### src/rtl/game_pkg.sv
// Shared playfield geometry, state encoding and coordinate helpers for the
// game sequencer and the VGA renderer.
package game_pkg;

  typedef logic [9:0]  coord_t;
  typedef logic [10:0] wide_t;

  localparam coord_t LEFT_BOUND  = 10'd144;
  localparam coord_t RIGHT_BOUND = 10'd584;
  localparam coord_t TOP_BOUND   = 10'd134;
  localparam coord_t GRID        = 10'd40;
  localparam coord_t WIN_LINE    = 10'd444;
  localparam coord_t SHIP_W      = 10'd40;
  localparam coord_t PROJ_W      = 10'd14;

  localparam coord_t STEP_X      = 10'd40;
  localparam coord_t STEP_Y      = 10'd40;
  localparam coord_t SHIP_SPEED  = 10'd2;
  localparam coord_t PROJ_SPEED  = 10'd4;
  localparam int     MOVE_DIV    = 30;
  localparam logic [4:0] MOVE_LAST = 5'(MOVE_DIV - 1);

  localparam coord_t INACTIVE    = 10'h3FF;
  localparam coord_t SHIP_X0     = 10'd344;
  localparam coord_t SHIP_MAX    = RIGHT_BOUND - SHIP_W;
  localparam coord_t MARCH_MAX   = RIGHT_BOUND - 10'd200;
  localparam coord_t PROJ_XOFF   = 10'd13;
  localparam coord_t PROJ_Y0     = WIN_LINE - PROJ_W;
  localparam coord_t ROW2_SPAN   = 10'd120;

  typedef enum logic [1:0] {
    ST_ATTRACT = 2'd0,
    ST_PLAY    = 2'd1,
    ST_OVER    = 2'd2
  } state_e;

  // Widening add so bound checks never wrap at 10 bits.
  function automatic wide_t wadd(input coord_t a, input coord_t b);
    return {1'b0, a} + {1'b0, b};
  endfunction

endpackage

### src/rtl/game_ctrl_alien_hit_detect.sv
// Projectile vs alien-cell overlap; returns the lowest-index live cell hit
// as a one-hot vector plus an any-hit flag.
module alien_hit_detect
  import game_pkg::*;
(
  input  logic [9:0] proj_x,
  input  logic [9:0] proj_y,
  input  logic [9:0] org_x,
  input  logic [9:0] org_y,
  input  logic [5:0] mask,
  output logic [5:0] hit_vec,
  output logic       hit
);

  logic [5:0] raw;

  for (genvar i = 0; i < 6; i++) begin : g_cell
    localparam logic [10:0] OFF_X = 11'(2 * GRID * (i % 3));
    localparam logic [10:0] OFF_Y = 11'(2 * GRID * (i / 3));
    logic [10:0] cx, cy;
    assign cx = {1'b0, org_x} + OFF_X;
    assign cy = {1'b0, org_y} + OFF_Y;
    // Strict inequalities so edge-touching squares do not count, as drawn.
    assign raw[i] = mask[i]
                    && ({1'b0, proj_x} < cx + {1'b0, GRID}) && (wadd(proj_x, PROJ_W) > cx)
                    && ({1'b0, proj_y} < cy + {1'b0, GRID}) && (wadd(proj_y, PROJ_W) > cy);
  end

  assign hit_vec = raw & (~raw + 6'd1);
  assign hit     = |raw;

endmodule

### src/rtl/game_ctrl.sv
// Per-frame game sequencer: ship, projectile, alien march and game-over,
// all updated together on frame_tick so renderer inputs stay stable.
module game_ctrl
  import game_pkg::*;
(
  input  logic       clk_25MHz,
  input  logic       d_reset,
  input  logic       frame_tick,
  input  logic       btn_left,
  input  logic       btn_right,
  input  logic       btn_fire,
  output logic [9:0] aliens_x,
  output logic [9:0] aliens_y,
  output logic [5:0] index_aliens,
  output logic [9:0] ship_x,
  output logic [9:0] projectile_x,
  output logic [9:0] projectile_y,
  output logic       game_over,
  output logic       player_win
);

  state_e     state_q, state_d;
  logic [9:0] aliens_x_q, aliens_x_d, aliens_y_q, aliens_y_d;
  logic [9:0] ship_x_q, ship_x_d, proj_x_q, proj_x_d, proj_y_q, proj_y_d;
  logic [5:0] mask_q, mask_d;
  logic [4:0] frame_cnt_q, frame_cnt_d;
  logic       dir_left_q, dir_left_d, fire_prev_q, fire_prev_d;
  logic       fire_pend_q, fire_pend_d, game_over_q, game_over_d;
  logic       player_win_q, player_win_d;

  logic [9:0]  ship_nx, proj_x_mv, proj_y_mv, march_x, march_y;
  logic        march_left, cnt_wrap, hit;
  logic [5:0]  hit_vec, mask_nx;
  logic [10:0] bottom;

  always_comb begin
    ship_nx = ship_x_q;
    if (btn_left && !btn_right)
      ship_nx = ({1'b0, ship_x_q} < wadd(LEFT_BOUND, SHIP_SPEED)) ? LEFT_BOUND : ship_x_q - SHIP_SPEED;
    else if (btn_right && !btn_left)
      ship_nx = (wadd(ship_x_q, SHIP_SPEED) > {1'b0, SHIP_MAX}) ? SHIP_MAX : ship_x_q + SHIP_SPEED;

    proj_x_mv = proj_x_q;
    proj_y_mv = proj_y_q;
    if (proj_y_q != INACTIVE) begin
      if ({1'b0, proj_y_q} <= wadd(TOP_BOUND, PROJ_SPEED)) begin
        proj_x_mv = INACTIVE;
        proj_y_mv = INACTIVE;
      end else begin
        proj_y_mv = proj_y_q - PROJ_SPEED;
      end
    end else if (fire_pend_q) begin
      // Spawn from the ship position before this frame's move.
      proj_x_mv = ship_x_q + PROJ_XOFF;
      proj_y_mv = PROJ_Y0;
    end
  end

  alien_hit_detect u_hit (
    .proj_x  (proj_x_mv),
    .proj_y  (proj_y_mv),
    .org_x   (aliens_x_q),
    .org_y   (aliens_y_q),
    .mask    (mask_q),
    .hit_vec (hit_vec),
    .hit     (hit)
  );

  always_comb begin
    cnt_wrap   = (frame_cnt_q == MOVE_LAST);
    march_x    = aliens_x_q;
    march_y    = aliens_y_q;
    march_left = dir_left_q;
    if (cnt_wrap) begin
      if (!dir_left_q) begin
        if (wadd(aliens_x_q, STEP_X) > {1'b0, MARCH_MAX}) begin
          march_y    = aliens_y_q + STEP_Y;
          march_left = 1'b1;
        end else begin
          march_x = aliens_x_q + STEP_X;
        end
      end else begin
        if ({1'b0, aliens_x_q} < wadd(LEFT_BOUND, STEP_X)) begin
          march_y    = aliens_y_q + STEP_Y;
          march_left = 1'b0;
        end else begin
          march_x = aliens_x_q - STEP_X;
        end
      end
    end
    mask_nx = mask_q & ~hit_vec;
    bottom  = wadd(march_y, (|mask_nx[5:3]) ? ROW2_SPAN : GRID);
  end

  always_comb begin
    state_d      = state_q;
    aliens_x_d   = aliens_x_q;
    aliens_y_d   = aliens_y_q;
    mask_d       = mask_q;
    ship_x_d     = ship_x_q;
    proj_x_d     = proj_x_q;
    proj_y_d     = proj_y_q;
    frame_cnt_d  = frame_cnt_q;
    dir_left_d   = dir_left_q;
    game_over_d  = game_over_q;
    player_win_d = player_win_q;
    fire_prev_d  = btn_fire;
    fire_pend_d  = fire_pend_q | (btn_fire & ~fire_prev_q);
    if (frame_tick) begin
      fire_pend_d = 1'b0;
      unique case (state_q)
        ST_ATTRACT: if (fire_pend_q) state_d = ST_PLAY;
        ST_PLAY: begin
          ship_x_d    = ship_nx;
          proj_x_d    = hit ? INACTIVE : proj_x_mv;
          proj_y_d    = hit ? INACTIVE : proj_y_mv;
          mask_d      = mask_nx;
          frame_cnt_d = cnt_wrap ? 5'd0 : frame_cnt_q + 5'd1;
          aliens_x_d  = march_x;
          aliens_y_d  = march_y;
          dir_left_d  = march_left;
          if (mask_nx == 6'd0) begin
            state_d      = ST_OVER;
            game_over_d  = 1'b1;
            player_win_d = 1'b1;
          end else if (bottom >= {1'b0, WIN_LINE}) begin
            state_d      = ST_OVER;
            game_over_d  = 1'b1;
            player_win_d = 1'b0;
          end
        end
        ST_OVER: if (fire_pend_q) begin
          state_d      = ST_PLAY;
          aliens_x_d   = LEFT_BOUND;
          aliens_y_d   = TOP_BOUND;
          mask_d       = 6'b111111;
          ship_x_d     = SHIP_X0;
          proj_x_d     = INACTIVE;
          proj_y_d     = INACTIVE;
          frame_cnt_d  = 5'd0;
          dir_left_d   = 1'b0;
          game_over_d  = 1'b0;
          player_win_d = 1'b0;
        end
        default: state_d = ST_ATTRACT;
      endcase
    end
  end

  always_ff @(posedge clk_25MHz) begin
    if (d_reset) begin
      state_q      <= ST_ATTRACT;
      aliens_x_q   <= LEFT_BOUND;
      aliens_y_q   <= TOP_BOUND;
      mask_q       <= 6'b111111;
      ship_x_q     <= SHIP_X0;
      proj_x_q     <= INACTIVE;
      proj_y_q     <= INACTIVE;
      frame_cnt_q  <= 5'd0;
      dir_left_q   <= 1'b0;
      fire_prev_q  <= 1'b0;
      fire_pend_q  <= 1'b0;
      game_over_q  <= 1'b0;
      player_win_q <= 1'b0;
    end else begin
      state_q      <= state_d;
      aliens_x_q   <= aliens_x_d;
      aliens_y_q   <= aliens_y_d;
      mask_q       <= mask_d;
      ship_x_q     <= ship_x_d;
      proj_x_q     <= proj_x_d;
      proj_y_q     <= proj_y_d;
      frame_cnt_q  <= frame_cnt_d;
      dir_left_q   <= dir_left_d;
      fire_prev_q  <= fire_prev_d;
      fire_pend_q  <= fire_pend_d;
      game_over_q  <= game_over_d;
      player_win_q <= player_win_d;
    end
  end

  assign aliens_x     = aliens_x_q;
  assign aliens_y     = aliens_y_q;
  assign index_aliens = mask_q;
  assign ship_x       = ship_x_q;
  assign projectile_x = proj_x_q;
  assign projectile_y = proj_y_q;
  assign game_over    = game_over_q;
  assign player_win   = player_win_q;

endmodule

### config.mk
export PLATFORM = sky130hd
export DESIGN_NAME = game_ctrl
export DESIGN_NICKNAME = d
export VERILOG_FILES = /design/src/rtl/game_pkg.sv /design/src/rtl/game_ctrl_alien_hit_detect.sv /design/src/rtl/game_ctrl.sv
export SDC_FILE = /design/constraint.sdc
export NUM_CORES = 1
export LEC_CHECK = 0
export CELL_PAD_IN_SITES_DETAIL_PLACEMENT = 2
export CELL_PAD_IN_SITES_GLOBAL_PLACEMENT = 2
export CORE_MARGIN = 3
export CORE_UTILIZATION = 38
export CTS_CLUSTER_DIAMETER = 50
export CTS_CLUSTER_SIZE = 14
export DETAILED_ROUTE_END_ITERATION = 6
export PLACE_DENSITY_LB_ADDON = 0.1
export REMOVE_ABC_BUFFERS = 1
export SLEW_MARGIN = 25
export SYNTH_ARGS = -nofsm -noshare
export SYNTH_HDL_FRONTEND = slang
export SYNTH_SLANG_ARGS = --single-unit
### constraint.sdc
create_clock -name clk_25MHz -period 11.7 [get_ports clk_25MHz]
set_input_delay 1.755 -clock clk_25MHz [delete_from_list [all_inputs] [get_ports clk_25MHz]]
set_output_delay 1.755 -clock clk_25MHz [all_outputs]
set_load 0.02 [all_outputs]
==> flow_metrics.env, run 1 <==
export IMPL_required_ns=11.94
export IMPL_clock_skew_final_ns=0.0105
export IMPL_p_per_area_mw_per_mm2=72.7
export IMPL_global_route_overflow_total=0
export IMPL_total_routing_usage_gr_pct=27.6
export IMPL_post_cts_buffers=0
export IMPL_dominant_cell_by_count_in_the_synthesized_netlist="sky130_fd_sc_hd__ha_1"
export IMPL_synth_cells_most_frequent="sky130_fd_sc_hd__ha_1 (104), sky130_fd_sc_hd__nand2_1 (102), sky130_fd_sc_hd__nor2_1 (79)"
export IMPL_rsz0062_at_grt="false"
export IMPL_wire_length_per_cell_after_detailed_routing_um=22.6
export IMPL_vert_die_dim_um=146
export IMPL_grt_start_max_net_pins=31
export IMPL_comb_power_share_pct=14.3
export IMPL_clk_latency_ns=0.36
export IMPL_synth_edf_count=0
export IMPL_final_hold_worst_slack_ns=0.506
export IMPL_dpl_instance_area_mm2=0.00820
export IMPL_clockBufferDepth=2
export IMPL_h_tree_depth=3
export IMPL_grt_pass1_wl_um=47800
export IMPL_die_area_mm2=0.0214
export IMPL_dp_hpwl_um=22100
export IMPL_critical_path_start_end_classification="flop to flop"
export IMPL_ctsHoldBuffers=0
export IMPL_final_layout_size_suffix_gt1_share_pct=4.12
export IMPL_whs_path_depth=2
export IMPL_fp_coreArea_mm2=0.0190
export IMPL_min_delay_path_class="flop to flop"
export IMPL_post_drt_via_cell_ratio=6.04
export IMPL_slowest_stage="sky130_fd_sc_hd__nor2_1"
export IMPL_areaGrowthSynthToFinish_pct=14.0
export IMPL_area_of_the_mapped_netlist_mm2=0.00749
export IMPL_num_nets_final=1151
export IMPL_max_clock_freq_ghz=0.112
export IMPL_power_ir_vdd_worst_v=0.0000711
export IMPL_synth_seq_cells=62
export IMPL_power_leakage_nw=3.50
export IMPL_die_width_um=146
export IMPL_numClockSinks=62
export IMPL_globalRouteMet1Util_pct=38.9
export IMPL_drt_wl_total_um=29500
export IMPL_internal_power_mw=0.442
export IMPL_pin_count=64
export IMPL_place_gp_congestion=0.854
export IMPL_drt_iter0_drc=446
export IMPL_detailroute_via_count=7882
export IMPL_netlist_top_cell_by_area="sky130_fd_sc_hd__ha_1"
export IMPL_detail_route_antenna_nets=0
export IMPL_grt_use_met2_pct=45.0
export IMPL_postSynth_asyncResetShare_pct=0
export IMPL_clock_power_share_pct=51.1
export IMPL_ys_seq_area_share_pct=16.6
export IMPL_ys_flop_type="sky130_fd_sc_hd__dfxtp_1"
export IMPL_netlist_cell_type_count=74
export IMPL_synth_warning_count=0
export IMPL_drcViolationCount=0
export IMPL_worst_setup_path_start_kind="flop"
export IMPL_setup_violations_final=0
export IMPL_switchingPower_mw=0.179
export IMPL_numCtsBuffers=9
export IMPL_crit_fanout=15
export IMPL_initial_utilization_pct=39.4
export IMPL_cts_root_buffer_cell="sky130_fd_sc_hd__clkbuf_16"
export IMPL_global_route_peak_usage_layer="met2"
export IMPL_final_core_utilization_pct=44.9
export IMPL_use_met3_pct=3.66
export IMPL_worstSetupEndpointType="flop"
export IMPL_netlist_instances=1017
export IMPL_cp_top_family="compound AO/OA/AOI/OAI gates"
export IMPL_max_cap_viol_count=0
export IMPL_number_of_logic_stages_on_the_critical_path_including_buffering=32
export IMPL_postLayoutCellArea_mm2=0.00854
export IMPL_diodes=0
export IMPL_cell_depth_of_the_worst_flop_to_flop_path=32
export IMPL_clkSlewWorstSetupHoldPaths_ns=0.07
export IMPL_maxSlewViolCount=0
export IMPL_worst_slew_pin_slew_ns=1.09
export IMPL_rows=50
export IMPL_synth_largest_type_area_fraction_pct=17.4
export IMPL_fin_setup_tns_ns=0
export IMPL_port_buffer_count=58
export IMPL_cts_tree="built"
export IMPL_timing_critical_path_arrival_ns=9.17
export IMPL_worst_slew_margin_rel_pct=27.4
export IMPL_finalHoldViolCount=0
export IMPL_synth_area_top_cells="sky130_fd_sc_hd__ha_1 (17%), sky130_fd_sc_hd__dfxtp_1 (17%), sky130_fd_sc_hd__xnor2_1 (6.4%), sky130_fd_sc_hd__nand2_1 (5.1%), sky130_fd_sc_hd__a21oi_1 (4.9%)"
export IMPL_power_sequential_fraction_pct=34.5
export IMPL_drt_pass1_iterations=5
export IMPL_timing_final_crit_share_pct=76.4
export IMPL_synth_avg_cell_area_um2=7.37
export IMPL_crit_path_frequent_cell="sky130_fd_sc_hd__nor2_1"
export IMPL_cts_repair_resize_count=0
export IMPL_layout_filler_cells=2259
export IMPL_initial_antenna_violation_count=0
export IMPL_first_global_vias=8360
export IMPL_final_min_clock_period_ns=8.93
export IMPL_slowest_delay_ns=0.75
export IMPL_critical_path_n_buffers_inverters=2
export IMPL_result_of_the_run="completed"
export IMPL_sw_frac_of_total_pct=28.8
[final timing paths]
kind                            slack (ns)    endpoint            start
worst max register to register        2.77  state_q[1]  projectile_y[2]
worst min register to register        0.51   game_over        game_over
worst max-delay path                  2.77  state_q[1]  projectile_y[2]
worst min-delay path                  0.51   game_over        game_over
[flip-flops by register name, summed over array words and instances, names as in the netlist]
signal,flops
projectile_x,10
projectile_y,10
player_win,1
aliens_y,8
game_over,1
ship_x,9
dir_left_q,1
fire_prev_q,1
fire_pend_q,1
index_aliens,6
frame_cnt_q,5
aliens_x,7
state_q,2
[power by group through the flow]
stage	clock [mW]	combinational (mW)	sequential, mW
global route	0.330	0.0992	0.215
global placement	0	0.0823	0.219
finish	0.318	0.0888	0.214
CTS	0.322	0.0873	0.214
detailed placement	0	0.0860	0.219
floorplan	0	0.0556	0.219
[stage by stage]
stage	instances	setup slack (ns)	power (mW)
finish	1304	2.77	0.621
floorplan	965	4.21	0.274
global placement	1288	3.41	0.301
detailed placement	1288	2.96	0.305
global route	1304	2.08	0.643
CTS	1304	2.89	0.624
[worst register-to-register path, delay by kind of cell, from the launching register on]
kind,cells,cell delay (ns)
compound gates,17,4.34
fa+ha+maj,4,1.05
buf+inv,2,0.21
flops,1,0.49
simple gates,9,2.72
[placed cells by master, fill, tap and decap left out, types with 12 or more instances in the layout]
master / n
sky130_fd_sc_hd__nand2b_1: 17
sky130_fd_sc_hd__ha_1: 104
sky130_fd_sc_hd__nand2_1: 102
sky130_fd_sc_hd__nor3_1: 25
sky130_fd_sc_hd__clkdlybuf4s50_1: 58
sky130_fd_sc_hd__o21ai_0: 69
sky130_fd_sc_hd__nand4_1: 15
sky130_fd_sc_hd__xor2_1: 23
sky130_fd_sc_hd__and3_1: 15
sky130_fd_sc_hd__nand3_1: 32
sky130_fd_sc_hd__nor2_1: 79
sky130_fd_sc_hd__xnor2_1: 55
sky130_fd_sc_hd__or3_1: 12
sky130_fd_sc_hd__dfxtp_1: 62
sky130_fd_sc_hd__inv_1: 53
sky130_fd_sc_hd__o211ai_1: 17
sky130_fd_sc_hd__a21oi_1: 74
sky130_fd_sc_hd__nor2b_1: 12
[per-layer routing]
layer	share of wire [%]	vias to the layer above
li1	-	3725
met5	0	-
met1	48	3955
met4	1.5	0
met3	3.6	37
met2	46	165
[layout make-up]
class | instances | area (um2) | share of cell area [%]
Sequential cell | 62 | 1240 | 14.5
Tap cell | 260 | 325 | 3.81
Multi-Input combinational cell | 845 | 5810 | 68.0
Timing Repair Buffer | 63 | 618 | 7.23
Clock buffer | 11 | 253 | 2.96
Inverter | 58 | 218 | 2.55
Clock inverter | 5 | 81.3 | 0.952
[cell families (layout without fill, tap and decap cells)]
kind of cell             count (synthesis)  after routing  synth area share [%]
XOR/XNOR                                78             78                  9.12
AND/OR/NAND/NOR                        356            356                  23.3
other                                    1              5                0.0500
multiplexers                             7              7                 0.952
buffers and inverters                  114            137                  6.38
adder cells (fa/ha/maj)                106            106                  17.9
flip-flops                              62             62                  16.6
AO/OA/AOI/OAI                          293            293                  25.7
(Power assumes the default switching activity.)
==> run 2, diff against run 1 <==
--- a/config.mk
+++ b/config.mk
@@ -8,7 +8,7 @@
 export CELL_PAD_IN_SITES_DETAIL_PLACEMENT = 2
 export CELL_PAD_IN_SITES_GLOBAL_PLACEMENT = 2
 export CORE_MARGIN = 3
-export CORE_UTILIZATION = 38
+export CORE_UTILIZATION = 31
 export CTS_CLUSTER_DIAMETER = 50
 export CTS_CLUSTER_SIZE = 14
 export DETAILED_ROUTE_END_ITERATION = 6
==> constraint.sdc (replaced) <==
create_clock -name clk_25MHz -period 7.5 [get_ports clk_25MHz]
set_input_delay 1.125 -clock clk_25MHz [delete_from_list [all_inputs] [get_ports clk_25MHz]]
set_output_delay 1.125 -clock clk_25MHz [all_outputs]
set_load 0.02 [all_outputs]
==> run 2 against run 1 <==
- count of clock-buffer cells in the layout increased by 1
- highest routed layer unchanged
- cell count rose by 7.7%
- critical endpoint unchanged
- largest cell class unchanged
- core utilization is 6.6 points lower
==> flow_metrics.env, run 2 (synthesis results as in run 1) <==
export IMPL_setup_violations_final=0
export IMPL_slowest_delay_ns=0.65
export IMPL_diodes=0
export IMPL_post_drt_via_cell_ratio=5.61
export IMPL_reg2reg_from="projectile_y[2]"
export IMPL_clock_skew_final_ns=0.00688
export IMPL_cts_root_buffer_cell="sky130_fd_sc_hd__clkbuf_16"
export IMPL_h_tree_depth=3
export IMPL_start_point_of_the_critical_path="projectile_y[2]"
export IMPL_final_ws_setup_ns=0.234
export IMPL_worst_setup_path_start_kind="flop"
export IMPL_regToRegEndpoint="state_q[1]"
export IMPL_clockBufferDepth=2
export IMPL_final_min_clock_period_ns=7.27
export IMPL_cell_depth_of_the_worst_flop_to_flop_path=32
export IMPL_num_nets_final=1193
export IMPL_worst_slew_margin_rel_pct=30.2
export IMPL_endpoint="state_q[1]"
export IMPL_total_routing_usage_gr_pct=22.9
export IMPL_timing_critical_path_arrival_ns=7.50
export IMPL_finalHoldViolCount=0
export IMPL_port_buffer_count=58
export IMPL_global_route_overflow_total=0
export IMPL_max_clock_freq_ghz=0.138
export IMPL_placedCellCount=1386
export IMPL_drt_wl_total_um=29600
export IMPL_numClockSinks=62
export IMPL_clkSlewWorstSetupHoldPaths_ns=0.06
export IMPL_maxSlewViolCount=0
export IMPL_crit_path_frequent_cell="sky130_fd_sc_hd__nor2_2"
export IMPL_wire_length_per_cell_after_detailed_routing_um=21.0
export IMPL_final_layout_size_suffix_gt1_share_pct=10.4
export IMPL_drt_iter0_drc=375
export IMPL_drcViolationCount=0
export IMPL_setup_reg_to_reg_worst_slack_ns=0.23
export IMPL_critical_path_start_end_classification="flop to flop"
export IMPL_pin_count=64
export IMPL_detail_route_antenna_nets=0
export IMPL_worst_slew_pin_slew_ns=1.05
export IMPL_drt_pass1_iterations=4
export IMPL_cts_tree="built"
export IMPL_p_total_mw=0.959
export IMPL_fp_coreArea_mm2=0.0236
export IMPL_cp_top_family="compound AO/OA/AOI/OAI gates"
export IMPL_final_core_utilization_pct=38.3
export IMPL_result_of_the_run="completed"
export IMPL_ctsHoldBuffers=0
export IMPL_postLayoutCellArea_mm2=0.00905
export IMPL_dp_hpwl_um=23200
export IMPL_grt_pass1_wl_um=47700
export IMPL_layout_cells_most_common_list="sky130_fd_sc_hd__ha_1 (102), sky130_fd_sc_hd__nand2_1 (101), sky130_fd_sc_hd__nor2_1 (76)"
export IMPL_dp_slack_ns=-0.0862
export IMPL_number_of_logic_stages_on_the_critical_path_including_buffering=32
export IMPL_timing_final_crit_share_pct=96.9
export IMPL_first_global_vias=8456
export IMPL_final_cell_count_no_fill=1405
export IMPL_areaGrowthSynthToFinish_pct=20.7
export IMPL_initial_utilization_pct=31.7
export IMPL_initial_antenna_violation_count=0
export IMPL_required_ns=7.74
export IMPL_grt_start_max_net_pins=35
export IMPL_layout_filler_cells=2801
export IMPL_max_cap_viol_count=0
export IMPL_vert_die_dim_um=161
export IMPL_dpl_instance_area_mm2=0.00856
export IMPL_p_per_area_mw_per_mm2=106
export IMPL_slowest_stage="sky130_fd_sc_hd__or4b_2"
export IMPL_numCtsBuffers=9
export IMPL_clk_latency_ns=0.34
export IMPL_detailroute_via_count=7883
export IMPL_crit_fanout=14
export IMPL_power_ir_vdd_worst_v=0.0000815
export IMPL_die_width_um=161
export IMPL_power_leakage_nw=3.75
export IMPL_die_area_mm2=0.0261
export IMPL_place_gp_congestion=0.852
export IMPL_rows=56
export IMPL_worstSetupEndpointType="flop"
export IMPL_min_delay_path_class="flop to flop"
export IMPL_layout_commonest_cell="sky130_fd_sc_hd__ha_1"
export IMPL_critical_path_n_buffers_inverters=3
## run 2: changes by cell type in the layout (fill, tap and decap cells not counted), sizes merged
cell	delta
clkbuf	+1
clkinv	-1
buf	+42
inv	+1
clkinvlp	-1
## run 2: worst reg2reg max path, delay by kind of cell (launching register included)
family | cells | cell delay (ns)
xor gates and xnor gates | 1 | 0.18
and+or+nand+nor | 10 | 1.83
buffers and inverters | 3 | 0.39
adders and majority gates | 4 | 1.25
DFF | 1 | 0.36
AOI/OAI and AO/OA | 14 | 3.18
## run 2: metal layers
layer / share of wire, % / global-route usage, % / vias up
met5: 0 / 0 / -
li1: - / - / 3808
met4: 1.0 / 4.30 / 0
met2: 46 / 37.6 / 94
met3: 3.0 / 2.67 / 20
met1: 50 / 32.4 / 3961
## run 2: metrics by stage
step | hold slack [ns] | TNS (ns)
final | 0.452 | 0
after global routing | 0.508 | -0.290
after CTS | 0.460 | 0
after detailed placement | 0.452 | -0.100
after global placement | 0.443 | 0
after floorplan | 0.472 | 0
## run 2: final cells by class
| cell class | instances | area [um2] | share of cell area, % |
|---|---|---|---|
| inverters | 58 | 218 | 2.41 |
| clock buffers | 12 | 246 | 2.72 |
| repair buffers | 105 | 937 | 10.4 |
| flip-flops and latches | 62 | 1240 | 13.7 |
| clock inverters | 4 | 70.1 | 0.774 |
| multi-input cells | 845 | 5930 | 65.6 |
| well taps | 319 | 399 | 4.41 |
## run 2: where the power goes
part           leakage (nW)  switching (mW)  internal [mW]
sequential            0.501         0.00227          0.331
clock                 0.157           0.176          0.300
combinational          3.09          0.0931         0.0571
## run 2: worst min path at each step
stage              startpoint        endpoint  slack (ns)  depth (start not counted)
2_1_floorplan  frame_cnt_q[4]  frame_cnt_q[4]        0.47                          2
3_3_place_gp       player_win      player_win        0.44                          2
3_5_place_dp        game_over       game_over        0.45                          2
4_1_cts            player_win      player_win        0.46                          2
5_1_grt             game_over       game_over        0.51                          2
6_report           player_win      player_win        0.45                          2
## run 2: repair_timing
item                       4_1_cts  5_1_grt
gates cloned                     0        0
setup buffers                    0        3
gates resized for setup          5       27
setup endpoints to repair        4        4
pin swaps                        0        6
==> run 3, diff against run 2 <==
--- a/config.mk
+++ b/config.mk
@@ -12,6 +12,7 @@
 export CTS_CLUSTER_DIAMETER = 50
 export CTS_CLUSTER_SIZE = 14
 export DETAILED_ROUTE_END_ITERATION = 6
+export HOLD_SLACK_MARGIN = 0.05
 export PLACE_DENSITY_LB_ADDON = 0.1
 export REMOVE_ABC_BUFFERS = 1
 export SLEW_MARGIN = 25
==> results of run 3 <==
No change in the layout: final DEF, timing and power equal those of run 2.
